[src/rtl/text_editor_key_ctrl_pkg.sv]
`default_nettype none
// +--------------------------------------------------------------------------+
// | Module   : text_editor_key_ctrl_pkg                                       |
// | Purpose  : Scan-code constants, FSM state type and cursor move codes      |
// |            shared by the text editor key controller blocks.               |
// | Config   : CLEAR_SCREEN_EN adds the screen-clear state.                   |
// | Revision : 1.0  initial release                                           |
// +--------------------------------------------------------------------------+
package text_editor_key_ctrl_pkg;

  // PS/2 Set-2 make codes and prefixes
  localparam logic [7:0] KEY_BKSP   = 8'h66;
  localparam logic [7:0] KEY_ENTER  = 8'h5A;
  localparam logic [7:0] KEY_ESC    = 8'h76;
  localparam logic [7:0] PFX_EXT    = 8'hE0;
  localparam logic [7:0] PFX_BRK    = 8'hF0;
  localparam logic [7:0] KEY_LEFT   = 8'h6B;
  localparam logic [7:0] KEY_RIGHT  = 8'h74;
  localparam logic [7:0] KEY_UP     = 8'h75;
  localparam logic [7:0] KEY_DOWN   = 8'h72;
  localparam logic [7:0] KEY_DEL    = 8'h71;

  // Blank cell content; the RAM reset fill uses the same value
  localparam logic [7:0] BLANK_CHAR = 8'h29;

  typedef enum logic [2:0] {
    ST_IDLE,
    ST_BRK,
    ST_EXT,
    ST_EXT_BRK
`ifdef CLEAR_SCREEN_EN
    , ST_CLR
`endif
  } state_t;

  typedef enum logic [2:0] {
    MV_NONE,
    MV_INC,
    MV_DEC,
    MV_UP,
    MV_DOWN,
    MV_ENTER
  } move_t;

  // Codes 01..7F are stored as characters when no special meaning applies
  function automatic logic is_printable(input logic [7:0] code);
    return (code != 8'h00) && !code[7];
  endfunction

endpackage
`default_nettype wire

[src/rtl/text_editor_key_ctrl_if.sv]
`default_nettype none
// +--------------------------------------------------------------------------+
// | Module   : text_editor_key_ctrl_if                                        |
// | Purpose  : Scan-code input and RAM write-port bundle of the key          |
// |            controller. master = controller, slave = environment.         |
// | Revision : 1.0  initial release                                           |
// +--------------------------------------------------------------------------+
interface text_editor_key_ctrl_if #(
  parameter int DATA_WIDTH = 8,
  parameter int ADDR_WIDTH = 9
);
  logic [DATA_WIDTH-1:0] scan_code;
  logic                  scan_valid;
  logic                  scan_ready;
  logic                  write;
  logic [ADDR_WIDTH-1:0] write_address;
  logic [DATA_WIDTH-1:0] write_data;
  logic [ADDR_WIDTH-1:0] cursor_addr;

  modport master (
    input  scan_code, scan_valid,
    output scan_ready, write, write_address, write_data, cursor_addr
  );

  modport slave (
    output scan_code, scan_valid,
    input  scan_ready, write, write_address, write_data, cursor_addr
  );
endinterface
`default_nettype wire

[src/rtl/text_editor_cursor_step.sv]
`default_nettype none
// +--------------------------------------------------------------------------+
// | Module   : text_editor_cursor_step                                        |
// | Purpose  : Combinational cursor update; all arithmetic wraps modulo the  |
// |            buffer size, so row moves keep the column.                    |
// | Revision : 1.0  initial release                                           |
// +--------------------------------------------------------------------------+
module text_editor_cursor_step
  import text_editor_key_ctrl_pkg::*;
#(
  parameter int ADDR_WIDTH = 9,
  parameter int COLS       = 32
) (
  input  logic [ADDR_WIDTH-1:0] cursor,
  input  move_t                 move,
  output logic [ADDR_WIDTH-1:0] next_cursor
);

  localparam logic [ADDR_WIDTH-1:0] COL_STEP = ADDR_WIDTH'(COLS);
  localparam logic [ADDR_WIDTH-1:0] ROW_MASK = ~(COL_STEP - 1'b1);

  // Next cursor for the requested move; natural overflow gives the wrap
  always_comb begin
    next_cursor = cursor;
    case (move)
      MV_NONE:  next_cursor = cursor;
      MV_INC:   next_cursor = cursor + 1'b1;
      MV_DEC:   next_cursor = cursor - 1'b1;
      MV_UP:    next_cursor = cursor - COL_STEP;
      MV_DOWN:  next_cursor = cursor + COL_STEP;
      MV_ENTER: next_cursor = (cursor & ROW_MASK) + COL_STEP;
      default:  next_cursor = cursor;
    endcase
  end

endmodule
`default_nettype wire

[src/rtl/text_editor_key_ctrl.sv]
`default_nettype none
// +--------------------------------------------------------------------------+
// | Module   : text_editor_key_ctrl                                           |
// | Purpose  : Decodes PS/2 Set-2 scan codes into text buffer RAM writes     |
// |            and cursor moves. Outputs are registered; a code accepted in  |
// |            cycle N takes effect in cycle N+1.                            |
// | Config   : CLEAR_SCREEN_EN - Esc blanks the whole buffer, one cell per   |
// |            cycle, with scan_ready low for the duration.                  |
// | Revision : 1.0  initial release                                           |
// +--------------------------------------------------------------------------+
module text_editor_key_ctrl
  import text_editor_key_ctrl_pkg::*;
#(
  parameter int DATA_WIDTH = 8,
  parameter int ADDR_WIDTH = 9,
  parameter int COLS       = 32
) (
  input  logic                    clk,
  input  logic                    Reset_n,
  text_editor_key_ctrl_if.master  bus
);

  localparam logic [DATA_WIDTH-1:0] BLANK = DATA_WIDTH'(BLANK_CHAR);

  state_t                state;
  move_t                 move;
  logic                  accept;
  logic                  ready;
  logic [7:0]            code;
  logic [ADDR_WIDTH-1:0] cursor;
  logic [ADDR_WIDTH-1:0] step_cursor;
  logic                  wr_en;
  logic [ADDR_WIDTH-1:0] wr_addr;
  logic [DATA_WIDTH-1:0] wr_data;

`ifdef CLEAR_SCREEN_EN
  localparam logic [ADDR_WIDTH-1:0] LAST_ADDR = '1;
  logic [ADDR_WIDTH-1:0] sweep;
  logic                  ready_q;
  assign ready = ready_q;
`else
  assign ready = 1'b1;
`endif

  assign code   = 8'(bus.scan_code);
  assign accept = bus.scan_valid && ready;

  assign bus.scan_ready    = ready;
  assign bus.write         = wr_en;
  assign bus.write_address = wr_addr;
  assign bus.write_data    = wr_data;
  assign bus.cursor_addr   = cursor;

  // Cursor move requested by the code accepted this cycle
  always_comb begin
    move = MV_NONE;
    if (accept) begin
      case (state)
        ST_IDLE: begin
          if (code == KEY_BKSP)
            move = MV_DEC;
          else if (code == KEY_ENTER)
            move = MV_ENTER;
`ifdef CLEAR_SCREEN_EN
          else if (code == KEY_ESC)
            move = MV_NONE;
`endif
          else if (is_printable(code))
            move = MV_INC;
        end
        ST_EXT: begin
          case (code)
            KEY_LEFT:  move = MV_DEC;
            KEY_RIGHT: move = MV_INC;
            KEY_UP:    move = MV_UP;
            KEY_DOWN:  move = MV_DOWN;
            default:   move = MV_NONE;
          endcase
        end
        default: move = MV_NONE;
      endcase
    end
  end

  text_editor_cursor_step #(
    .ADDR_WIDTH (ADDR_WIDTH),
    .COLS       (COLS)
  ) u_cursor_step (
    .cursor      (cursor),
    .move        (move),
    .next_cursor (step_cursor)
  );

  // Prefix FSM with registered write port, cursor and ready outputs
  always_ff @(posedge clk or negedge Reset_n) begin
    if (!Reset_n) begin
      state   <= ST_IDLE;
      cursor  <= '0;
      wr_en   <= 1'b0;
      wr_addr <= '0;
      wr_data <= BLANK;
`ifdef CLEAR_SCREEN_EN
      ready_q <= 1'b1;
      sweep   <= '0;
`endif
    end else begin
      wr_en  <= 1'b0;
      cursor <= step_cursor;
      case (state)
        ST_IDLE: begin
          if (accept) begin
            if (code == PFX_BRK) begin
              state <= ST_BRK;
            end else if (code == PFX_EXT) begin
              state <= ST_EXT;
`ifdef CLEAR_SCREEN_EN
            end else if (code == KEY_ESC) begin
              // First blank write goes out with the state change
              state   <= ST_CLR;
              ready_q <= 1'b0;
              wr_en   <= 1'b1;
              wr_addr <= '0;
              wr_data <= BLANK;
              sweep   <= {{(ADDR_WIDTH-1){1'b0}}, 1'b1};
`endif
            end else if (code == KEY_BKSP) begin
              // Blank lands on the cell the cursor moves back onto
              wr_en   <= 1'b1;
              wr_addr <= step_cursor;
              wr_data <= BLANK;
            end else if (code == KEY_ENTER) begin
              wr_en <= 1'b0;
            end else if (is_printable(code)) begin
              wr_en   <= 1'b1;
              wr_addr <= cursor;
              wr_data <= DATA_WIDTH'(code);
            end
          end
        end
        ST_EXT: begin
          if (accept) begin
            state <= (code == PFX_BRK) ? ST_EXT_BRK : ST_IDLE;
            if (code == KEY_DEL) begin
              wr_en   <= 1'b1;
              wr_addr <= cursor;
              wr_data <= BLANK;
            end
          end
        end
        ST_BRK, ST_EXT_BRK: begin
          if (accept)
            state <= ST_IDLE;
        end
`ifdef CLEAR_SCREEN_EN
        ST_CLR: begin
          if (wr_en && (wr_addr == LAST_ADDR)) begin
            // Last cell was written in the previous cycle
            state   <= ST_IDLE;
            ready_q <= 1'b1;
            cursor  <= '0;
          end else begin
            wr_en   <= 1'b1;
            wr_addr <= sweep;
            wr_data <= BLANK;
            sweep   <= sweep + 1'b1;
          end
        end
`endif
        default: state <= ST_IDLE;
      endcase
    end
  end

endmodule
`default_nettype wire

[src/flat_wrapper.sv]
// flat-port wrapper written by rule: the top's interface ports become plain ports
module text_editor_key_ctrl_flat import text_editor_key_ctrl_pkg::*;
#(
  parameter int DATA_WIDTH = 8,
  parameter int ADDR_WIDTH = 9,
  parameter int COLS       = 32
)
  (clk, Reset_n, bus_scan_code, bus_scan_valid, bus_scan_ready, bus_write, bus_write_address, bus_write_data, bus_cursor_addr);
  text_editor_key_ctrl_if #(.DATA_WIDTH(DATA_WIDTH), .ADDR_WIDTH(ADDR_WIDTH)) bus_i ();
  input  logic clk;
  input  logic Reset_n;
  input wire logic [$bits(bus_i.scan_code)-1:0] bus_scan_code;
  input wire logic [$bits(bus_i.scan_valid)-1:0] bus_scan_valid;
  output wire logic [$bits(bus_i.scan_ready)-1:0] bus_scan_ready;
  output wire logic [$bits(bus_i.write)-1:0] bus_write;
  output wire logic [$bits(bus_i.write_address)-1:0] bus_write_address;
  output wire logic [$bits(bus_i.write_data)-1:0] bus_write_data;
  output wire logic [$bits(bus_i.cursor_addr)-1:0] bus_cursor_addr;
  assign bus_i.scan_code = bus_scan_code;
  assign bus_i.scan_valid = bus_scan_valid;
  assign bus_scan_ready = bus_i.scan_ready;
  assign bus_write = bus_i.write;
  assign bus_write_address = bus_i.write_address;
  assign bus_write_data = bus_i.write_data;
  assign bus_cursor_addr = bus_i.cursor_addr;
  text_editor_key_ctrl #(.DATA_WIDTH(DATA_WIDTH), .ADDR_WIDTH(ADDR_WIDTH), .COLS(COLS)) u_core (.clk(clk), .Reset_n(Reset_n), .bus(bus_i));
endmodule
[config.mk]
export PLATFORM = sky130hd
export DESIGN_NAME = text_editor_key_ctrl_flat
export DESIGN_NICKNAME = d
export VERILOG_FILES = /design/src/rtl/text_editor_key_ctrl_pkg.sv /design/src/rtl/text_editor_key_ctrl_if.sv /design/src/rtl/text_editor_cursor_step.sv /design/src/rtl/text_editor_key_ctrl.sv /design/src/flat_wrapper.sv
export SDC_FILE = /design/constraint.sdc
export NUM_CORES = 1
export LEC_CHECK = 0
export ABC_AREA = 1
export BUFFER_PORTS_ARGS = -buffer_cell sky130_fd_sc_hd__clkbuf_2
export CORE_UTILIZATION = 40
export CTS_BUF_LIST = sky130_fd_sc_hd__clkbuf_16
export CTS_CLUSTER_SIZE = 10
export DETAILED_ROUTE_END_ITERATION = 6
export PLACE_DENSITY = 0.6
export SYNTH_ARGS = -nofsm -noshare
export SYNTH_HDL_FRONTEND = slang
export SYNTH_SLANG_ARGS = --single-unit
[constraint.sdc]
create_clock -name clk -period 4.9 [get_ports clk]
set_input_delay 0.49 -clock clk [delete_from_list [all_inputs] [get_ports clk]]
set_output_delay 0.49 -clock clk [all_outputs]
set_load 0.02 [all_outputs]
==> impl_metrics.env, run 1 <==
export IMPL_r2r_slack_ns=1.98
export IMPL_gp_congestion=0.827
export IMPL_power_total_mw=1.33
export IMPL_finalClockSkew_ns=0.00685
export IMPL_synth_common_cells="76 x nand2_1, 34 x nand3_1, 32 x inv_1"
export IMPL_crit_path_end_kind="flop"
export IMPL_required_ns=5.05
export IMPL_yosys_area_top_type_share_pct=30.1
export IMPL_ir_worst_vdd_v=0.000240
export IMPL_worstPathArrival_ns=3.07
export IMPL_relSlewSlack_pct=44.0
export IMPL_ctsHoldBuffers=0
export IMPL_worst_r2r_cell_count=16
export IMPL_stdcell_count=414
export IMPL_grt_pass1_wl_um=8200
export IMPL_area_growth_pct=18.1
export IMPL_grt_overflow=0
export IMPL_drtPass1Iterations=4
export IMPL_path_clk_slew_ns=0.05
export IMPL_cp_max_fo=10
export IMPL_synthTopCellsByArea="dfrtp_1 30%, nand2_1 13%, nand3_1 7.9%"
export IMPL_synth_warning_count=0
export IMPL_crit_type="reg2reg"
export IMPL_fill_cells=512
export IMPL_tightest_slew_ns=0.837
export IMPL_core_area_um2=5170
export IMPL_finalCriticalPeriod_ns=2.92
export IMPL_max_freq_mhz=343
export IMPL_wire_per_inst_um=12.3
export IMPL_maxCapViolations=0
export IMPL_drv_slew=0
export IMPL_met3_length_um=136
export IMPL_drt_initial_drc_count=109
export IMPL_place_worst_setup_slack_ns=1.76
export IMPL_top_layer_used="met4"
export IMPL_cp_slowest_stage_delay_ns=0.42
export IMPL_nets=364
export IMPL_drt_wl_total_um=5110
export IMPL_syn_area_um2=2160
export IMPL_status="completed"
export IMPL_post_cts_buffers=0
export IMPL_ios=39
export IMPL_critPathLaunchType="flop"
export IMPL_n_antenna_cell=0
export IMPL_synth_seq_cells=29
export IMPL_dieWidth_um=75.5
export IMPL_grt_max_degree=30
export IMPL_period_share_pct=59.5
export IMPL_setup_violations_final=0
export IMPL_finalWorstSetupSlack_ns=1.98
export IMPL_antenna_left=0
export IMPL_vias=2032
export IMPL_track_usage_pct=19.2
export IMPL_die_h_um=75.5
export IMPL_r2r_start="u_core.state[0]"
export IMPL_htree_levels=2
export IMPL_clock_path_buffers=2
export IMPL_numCtsBuffers=5
export IMPL_fin_setup_tns_ns=0
export IMPL_crit_chain="nor2_4 -> nand3_1 -> nand3_1 -> inv_1 -> nor4_1 -> buf_4 -> ha_1 -> nand2_1 -> nand2_1 -> a21oi_1 -> o21ai_0 -> or2_2 -> nand3_1 -> nand3_2 -> nand2_1 -> a21oi_1"
export IMPL_synth_cell_types=39
export IMPL_timing_hold_violations_final=0
export IMPL_cpMaxStageDelayCell="dfrtp_1"
export IMPL_yosysMostFrequentCell="nand2_1"
export IMPL_cts_sinks=29
export IMPL_grt_pass1_vias=1739
export IMPL_syn_nets=323
export IMPL_grt_antenna_before_repair=0
export IMPL_ys_seq_area_share_pct=33.7
export IMPL_wl_met2_um=2200
export IMPL_yosysTopAreaCell="dfrtp_1"
export IMPL_initial_utilization_pct=41.8
export IMPL_synthCells=302
export IMPL_dp_hpwl_um=3980
export IMPL_cts_tree="yes"
export IMPL_r2r_end="u_core.bus.write_address[5]"
export IMPL_route_detailed_drc=0
export IMPL_rows=26
export IMPL_placedCellCount=406
export IMPL_ys_async_sr_fraction_pct=100
export IMPL_clockRootBuffer="clkbuf_16"
export IMPL_rsz0062_at_grt="no"
export IMPL_dieArea_um2=5700
export IMPL_leakagePower_nw=1.40
export IMPL_insertion_delay_ns=0.27
export IMPL_drive_above_1_share_pct=25.6
export IMPL_wl_met1_um=2740
export IMPL_ctsResizeCount=0
export IMPL_drt_vias_per_instance=4.91
export IMPL_ys_flop_type="dfrtp_1"
export IMPL_powerDensity_nw_per_um2=522
export IMPL_hp_class="in2async"
export IMPL_synth_edf_count=0
export IMPL_syn_area_per_cell_um2=7.16
export IMPL_port_buffers=37
## area by class of cell
cell class	count	area, µm²	share of cell area [%]
Inverter	38	144	5.63
Tap cell	70	87.6	3.43
Multi-Input combinational cell	231	1260	49.2
Clock buffer	5	125	4.90
Timing Repair Buffer	38	193	7.55
Sequential cell	29	729	28.6
Clock inverter	3	17.5	0.686
## where the power goes
| part | total (mW) | switching, mW | internal, mW |
|---|---|---|---|
| combinational | 0.610 | 0.405 | 0.205 |
| sequential | 0.432 | 0.0905 | 0.341 |
| clock | 0.292 | 0.106 | 0.186 |
## how the worst max path moves through the flow
| stage | from | cells past startpoint | slack [ns] | end |
|---|---|---|---|---|
| after global placement | bus_scan_code[7] | 19 | 1.77 | u_core.bus.write_address[5] |
| after floorplan | bus_scan_code[4] | 17 | 1.65 | u_core.bus.write_address[5] |
| after detailed placement | bus_scan_code[7] | 19 | 1.76 | u_core.bus.write_address[5] |
| after global routing | u_core.state[0] | 16 | 1.69 | u_core.bus.write_address[5] |
| after CTS | u_core.state[0] | 16 | 1.97 | u_core.bus.write_address[5] |
| final | u_core.state[0] | 16 | 1.98 | u_core.bus.write_address[5] |
## critical path: cells and delay by family, from the launching register on
kind                       cells  cell delay (ns)
and+or+nand+nor               10             1.47
buffers and inverters          2             0.29
AOI/OAI and AO/OA              3             0.30
DFF                            1             0.42
adders and majority gates      1             0.31
## sequential cells by signal (all words and copies together), names as in the netlist
register / cells
u_core.bus.write_address: 9
u_core.bus.cursor_addr: 9
u_core.state: 2
u_core.bus.write: 1
u_core.bus.write_data: 8
## cell usage in the layout (no fill, tap or decap), types with 2 or more instances in the layout
cell	netlist	layout
nand2_1	76	76
clkbuf_2	0	37
nand3_1	34	34
inv_1	32	32
nor2_1	29	29
dfrtp_1	26	26
a21oi_1	13	13
nand2_2	12	12
ha_1	9	9
nand4_1	6	6
or2_2	6	6
inv_2	5	5
xor2_1	5	5
nand3_2	5	5
o31ai_1	5	5
clkbuf_16	0	5
nor2_2	4	4
clkinv_2	1	3
o21ai_0	3	3
nor3_1	3	3
a31oi_1	3	3
dfstp_2	3	3
nor2_4	2	2
nand2_4	2	2
## routing by layer
| layer | vias to the layer above | GRT usage [%] |
|---|---|---|
| met5 | - | 0 |
| met4 | 0 | 6.58 |
| met3 | 4 | 2.65 |
| met2 | 36 | 28.9 |
| met1 | 916 | 28.1 |
| li1 | 1076 | - |
## logic make-up (layout without fill, tap and decap cells)
family                     Yosys count  count (layout)  synth area share, %
and+or+nand+nor                    182             182                 40.2
buffers and inverters               42              84                 8.10
AOI/OAI and AO/OA                   33              33                 9.66
DFF                                 29              29                 33.7
adders and majority gates           10              10                 6.13
xor gates and xnor gates             5               5                 2.03
other                                1               1                0.173
## metrics by stage
stage / hold WS, ns / cell area [µm²] / util (%)
2_1_floorplan: 0.194 / 2160 / -
5_1_grt: 0.333 / 2550 / 49.4
4_1_cts: 0.314 / 2550 / 49.4
6_report: 0.283 / 2550 / 49.4
3_5_place_dp: 0.469 / 2410 / 46.6
3_3_place_gp: 0.464 / 2410 / 46.6
Note: power is estimated with default switching activity, not from simulation.
==> run 2, diff against run 1 <==
--- a/config.mk
+++ b/config.mk
@@ -11,7 +11,7 @@
 export CTS_BUF_LIST = sky130_fd_sc_hd__clkbuf_16
 export CTS_CLUSTER_SIZE = 10
 export DETAILED_ROUTE_END_ITERATION = 6
-export PLACE_DENSITY = 0.6
+export PLACE_DENSITY = 0.63
 export SYNTH_ARGS = -nofsm -noshare
 export SYNTH_HDL_FRONTEND = slang
 export SYNTH_SLANG_ARGS = --single-unit
==> constraint.sdc (replaced) <==
create_clock -name clk -period 2.4 [get_ports clk]
set_input_delay 0.24 -clock clk [delete_from_list [all_inputs] [get_ports clk]]
set_output_delay 0.24 -clock clk [all_outputs]
set_load 0.02 [all_outputs]
==> run 2 against run 1 <==
Compared with the run above:
- the flow now finishes with violations (negative setup slack)
- non-clock buffer count grew 55
- maximum frequency up 11%
- combinational power rose to 2.7 times the previous value
- cell count is 13% higher
- critical path type unchanged
- critical endpoint unchanged
- largest cell class unchanged
==> impl_metrics.env, run 2 (synthesis gave the netlist of run 1 again) <==
export IMPL_status="complete, but fails checks"
export IMPL_failed_checks="negative setup slack"
export IMPL_ir_worst_vdd_v=0.000494
export IMPL_ios=39
export IMPL_final_cell_mix="66 x nand2_1, 54 x buf_4, 37 x clkbuf_2, 28 x nor2_1"
export IMPL_antenna_left=0
export IMPL_drv_slew=0
export IMPL_drtPass1Iterations=4
export IMPL_finalClockSkew_ns=0.00509
export IMPL_setup_violations_final=9
export IMPL_path_clk_slew_ns=0.05
export IMPL_gp_congestion=0.866
export IMPL_area_growth_pct=50.6
export IMPL_grt_pass1_vias=2055
export IMPL_port_buffers=37
export IMPL_dp_hpwl_um=4450
export IMPL_finalWorstSetupSlack_ns=-0.236
export IMPL_grt_pass1_wl_um=9460
export IMPL_insertion_delay_ns=0.28
export IMPL_tightest_slew_ns=0.745
export IMPL_leakagePower_nw=1.70
export IMPL_final_common_cell="nand2_1"
export IMPL_drt_wl_total_um=6180
export IMPL_final_util_pct=62.9
export IMPL_drt_initial_drc_count=103
export IMPL_grt_max_degree=30
export IMPL_die_h_um=75.5
export IMPL_rsz0062_at_grt="yes"
export IMPL_nets=419
export IMPL_rows=26
export IMPL_r2r_start="u_core.state[1]"
export IMPL_drt_vias_per_instance=4.93
export IMPL_required_ns=2.56
export IMPL_powerDensity_nw_per_um2=972
export IMPL_numCtsBuffers=5
export IMPL_drive_above_1_share_pct=47.9
export IMPL_worstPathArrival_ns=2.80
export IMPL_fill_cells=477
export IMPL_core_area_um2=5170
export IMPL_vias=2314
export IMPL_critPathLaunchType="flop"
export IMPL_n_antenna_cell=0
export IMPL_place_worst_setup_slack_ns=-0.371
export IMPL_clock_path_buffers=2
export IMPL_grt_overflow=0
export IMPL_crit_path_end_kind="flop"
export IMPL_track_usage_pct=22.3
export IMPL_cp_max_fo=6
export IMPL_htree_levels=2
export IMPL_max_freq_mhz=379
export IMPL_period_share_pct=110
export IMPL_cts_sinks=29
export IMPL_cts_tree="yes"
export IMPL_dieArea_um2=5700
export IMPL_power_total_mw=3.16
export IMPL_timing_hold_violations_final=0
export IMPL_route_detailed_drc=0
export IMPL_fin_setup_tns_ns=-1.42
export IMPL_grt_antenna_before_repair=0
export IMPL_initial_utilization_pct=41.8
export IMPL_ctsHoldBuffers=0
export IMPL_wire_per_inst_um=13.2
export IMPL_hp_class="in2async"
export IMPL_relSlewSlack_pct=50.4
export IMPL_finalCriticalPeriod_ns=2.64
export IMPL_crit_start="u_core.state[1]"
export IMPL_maxCapViolations=0
export IMPL_clockRootBuffer="clkbuf_16"
export IMPL_dieWidth_um=75.5
export IMPL_crit_type="reg2reg"
==> run 2: what timing repair did <==
| action | 4_1_cts | 5_1_grt |
|---|---|---|
| setup buffers | 8 | 3 |
| gates resized for setup | 26 | 18 |
| endpoints found under the setup margin | 9 | 13 |
| pin swaps | 6 | 18 |
==> run 2: cell type report <==
| type | count | area (µm²) | area share, % |
|---|---|---|---|
| multi-input cells | 231 | 1540 | 47.2 |
| flip-flops and latches | 29 | 731 | 22.4 |
| repair buffers | 93 | 613 | 18.8 |
| inverters | 38 | 144 | 4.42 |
| clock buffers | 5 | 125 | 3.84 |
| well taps | 70 | 87.6 | 2.69 |
| clock inverters | 3 | 17.5 | 0.538 |
==> run 2: worst paths after layout <==
kind | endpoint | slack [ns] | depth (start not counted)
min in group clk | u_core.bus.write_data[0] | 0.22 | 3
setup / recovery | u_core.bus.write_address[5] | -0.24 | 18
hold / removal | u_core.state[1] | 0.02 | 1
hold reg to reg | u_core.bus.write_address[1] | 0.48 | 2
max in group asynchronous | u_core.state[0] | 1.87 | 1
setup reg to reg | u_core.bus.write_address[5] | -0.24 | 18
==> run 2: layer usage <==
metal	vias to the layer above	wire length (µm)	global-route usage, %
met5	-	0	0
met1	1062	2870	30.5
met3	5	273	3.31
met4	0	72	7.41
li1	1184	-	-
met2	63	2970	36.0
==> run 2: report_power, final <==
| group | internal (mW) | total [mW] | switching [mW] |
|---|---|---|---|
| Clock | 0.379 | 0.605 | 0.226 |
| Combinational | 0.680 | 1.65 | 0.966 |
| Sequential | 0.697 | 0.911 | 0.215 |
==> run 2: critical path, stage by stage (launching register included) <==
cell and delay, ns:
dfrtp_1 0.41, inv_2 0.07, nor2_4 0.20, nand3_2 0.09, nand3_2 0.11, inv_2 0.06
nor4_4 0.17, buf_6 0.18, buf_6 0.13, ha_4 0.23, nand2_4 0.09, nand2_2 0.05
a21oi_2 0.11, o21ai_1 0.09, or2_4 0.24, nand3_2 0.07, nand3_2 0.08, nand2_2 0.08
a21oi_2 0.05
==> run 2: stage by stage <==
step / cells / hold slack [ns] / area [µm²]
2_1_floorplan: 302 / -0.0556 / 2230
3_3_place_gp: 450 / 0.345 / 2810
3_5_place_dp: 450 / 0.349 / 2810
4_1_cts: 466 / 0.0548 / 3160
5_1_grt: 469 / 0.0818 / 3260
6_report: 469 / 0.0174 / 3260
==> run 3, diff against run 2 <==
--- a/config.mk
+++ b/config.mk
@@ -15,3 +15,4 @@
 export SYNTH_ARGS = -nofsm -noshare
 export SYNTH_HDL_FRONTEND = slang
 export SYNTH_SLANG_ARGS = --single-unit
+export TNS_END_PERCENT = 10
==> run 3 against run 2 <==
Compared with the run above:
- the flow still finishes with violations (negative setup slack)
- core utilization down 0.41 points
- wire length decreased by 5.2%
- clock-buffer cell count stayed put
- global-route usage is 0.21 points higher
==> impl_metrics.env, run 3 (synthesis gave the netlist of run 1 again) <==
export IMPL_clock_path_buffers=2
export IMPL_ir_worst_vdd_v=0.000517
export IMPL_failed_checks="negative setup slack"
export IMPL_fill_cells=452
export IMPL_drtPass1Iterations=4
export IMPL_route_detailed_drc=0
export IMPL_grt_antenna_before_repair=0
export IMPL_final_cell_mix="70 x nand2_1, 49 x buf_4, 37 x clkbuf_2, 28 x nor2_1, 26 x inv_1"
export IMPL_relSlewSlack_pct=51.7
export IMPL_initial_utilization_pct=41.8
export IMPL_leakagePower_nw=1.71
export IMPL_powerDensity_nw_per_um2=1010
export IMPL_track_usage_pct=22.5
export IMPL_drive_above_1_share_pct=45.2
export IMPL_hp_class="in2async"
export IMPL_drt_vias_per_instance=4.87
export IMPL_grt_pass1_wl_um=9630
export IMPL_crit_type="reg2reg"
export IMPL_cp_max_fo=6
export IMPL_insertion_delay_ns=0.27
export IMPL_ios=39
export IMPL_internal_power_mw=1.92
export IMPL_setup_violations_final=8
export IMPL_multi_input_area_um2=1510
export IMPL_dieArea_um2=5700
export IMPL_finalWorstSetupSlack_ns=-0.171
export IMPL_power_total_mw=3.27
export IMPL_fin_area_um2=3230
export IMPL_required_ns=2.57
export IMPL_grt_max_degree=30
export IMPL_crit_chain="inv_2 -> nor2_4 -> nand3_2 -> nand2_2 -> inv_2 -> nand2_4 -> nor4_4 -> buf_6 -> buf_6 -> ha_4 -> buf_4 -> a31o_4 -> or2_4 -> nand3_2 -> nand3_1 -> nand3_1 -> nand2_1"
export IMPL_final_common_cell="nand2_1"
export IMPL_critPathLaunchType="flop"
export IMPL_seqPwrFrac_pct=27.6
export IMPL_dp_hpwl_um=4350
export IMPL_port_buffers=37
export IMPL_antenna_left=0
export IMPL_maxCapViolations=0
export IMPL_vias=2261
export IMPL_crit_path_end_kind="flop"
export IMPL_grt_pass1_vias=2106
export IMPL_core_area_um2=5170
export IMPL_rsz0062_at_grt="yes"
export IMPL_timing_hold_violations_final=0
export IMPL_placed_area_um2=2810
export IMPL_drt_initial_drc_count=125
export IMPL_wire_per_inst_um=12.6
export IMPL_numCtsBuffers=5
export IMPL_switching_share_pct=41.2
export IMPL_path_clk_slew_ns=0.05
export IMPL_clockRootBuffer="clkbuf_16"
export IMPL_worstPathArrival_ns=2.74
export IMPL_drv_slew=0
export IMPL_gp_congestion=0.863
export IMPL_dieWidth_um=75.5
export IMPL_comb_power_share_pct=47.9
export IMPL_die_h_um=75.5
export IMPL_cts_sinks=29
export IMPL_regArea_um2=731
export IMPL_period_share_pct=107
export IMPL_cpMaxStageDelayCell="dfrtp_1"
export IMPL_cp_slowest_stage_delay_ns=0.41
export IMPL_finalCriticalPeriod_ns=2.57
export IMPL_cts_tree="yes"
export IMPL_nets=414
export IMPL_final_util_pct=62.5
export IMPL_n_antenna_cell=0
export IMPL_max_freq_mhz=389
export IMPL_timing_hold_ws_ns=0.0164
export IMPL_grt_overflow=0
export IMPL_drt_wl_total_um=5860
export IMPL_rows=26
export IMPL_clkPwrFrac_pct=24.5
export IMPL_finalClockSkew_ns=0.00338
export IMPL_area_growth_pct=49.6
export IMPL_tightest_slew_ns=0.724
export IMPL_p_switching_mw=1.35
export IMPL_status="complete, but fails checks"
export IMPL_htree_levels=2
==> run 3: changes by cell type in the layout (fill, tap and decap cells not counted), moves of 2 or more <==
| cell | change |
|---|---|
| a21oi_2 | -2 |
| nand2_1 | +4 |
| a21oi_1 | +2 |
| nand2_2 | -4 |
| bufinv_16 | +2 |
| buf_4 | -5 |
==> run 3: final timing paths <==
path,start,slack (ns),endpoint,depth (start not counted)
worst min-delay path,Reset_n,0.02,u_core.bus.cursor_addr[7],1
min in group clk,bus_scan_code[0],0.22,u_core.bus.write_data[0],3
worst min register to register,u_core.bus.write_data[4],0.48,u_core.bus.write_data[4],2
worst max register to register,u_core.state[1],-0.17,u_core.bus.write_address[4],17
worst max-delay path,u_core.state[1],-0.17,u_core.bus.write_address[4],17
max in group asynchronous,Reset_n,1.88,u_core.state[0],1
==> run 3: metal layers <==
| layer | share of wire (%) | GRT usage, % | vias up |
|---|---|---|---|
| li1 | - | - | 1174 |
| met1 | 49 | 30.0 | 1036 |
| met2 | 47 | 36.5 | 42 |
| met3 | 2.5 | 3.04 | 9 |
| met4 | 1.7 | 9.67 | 0 |
| met5 | 0 | 0 | - |
==> run 3: critical path, delay by kind of cell, from the launching register on <==
kind	cells	cell delay, ns
AND/OR/NAND/NOR	10	0.97
buffers and inverters	5	0.61
flip-flops	1	0.41
AO/OA/AOI/OAI	1	0.23
adder cells (fa/ha/maj)	1	0.22
==> run 3: layout make-up <==
cell class / instances / share of cell area [%]
Clock inverter: 3 / 2.01
Sequential cell: 29 / 22.6
Tap cell: 70 / 2.71
Clock buffer: 5 / 3.87
Timing Repair Buffer: 88 / 17.8
Multi-Input combinational cell: 231 / 46.6
Inverter: 38 / 4.45
==> run 3: stage by stage <==
stage / setup TNS, ns / worst slack [ns] / cells
4_1_cts: -0.794 / -0.135 / 460
3_5_place_dp: -3.01 / -0.393 / 450
2_1_floorplan: -0.518 / -0.132 / 302
5_1_grt: -2.38 / -0.319 / 464
3_3_place_gp: -2.15 / -0.321 / 450
6_report: -0.990 / -0.171 / 464
==> run 3: power groups by stage <==
stage | Clock [mW] | Combinational [mW] | Sequential [mW]
finish | 0.800 | 1.56 | 0.903
global route | 0.836 | 1.73 | 0.932
global placement | 0 | 1.41 | 0.887
detailed placement | 0 | 1.44 | 0.891
CTS | 0.814 | 1.51 | 0.903
floorplan | 0 | 0.722 | 1.08
==> run 3: what timing repair did <==
item                                    CTS  global route
pin swaps                                 7            11
gates resized for setup                  27            10
hold buffers                              0             0
endpoints found under the setup margin    9            12
buffers inserted                          2             4
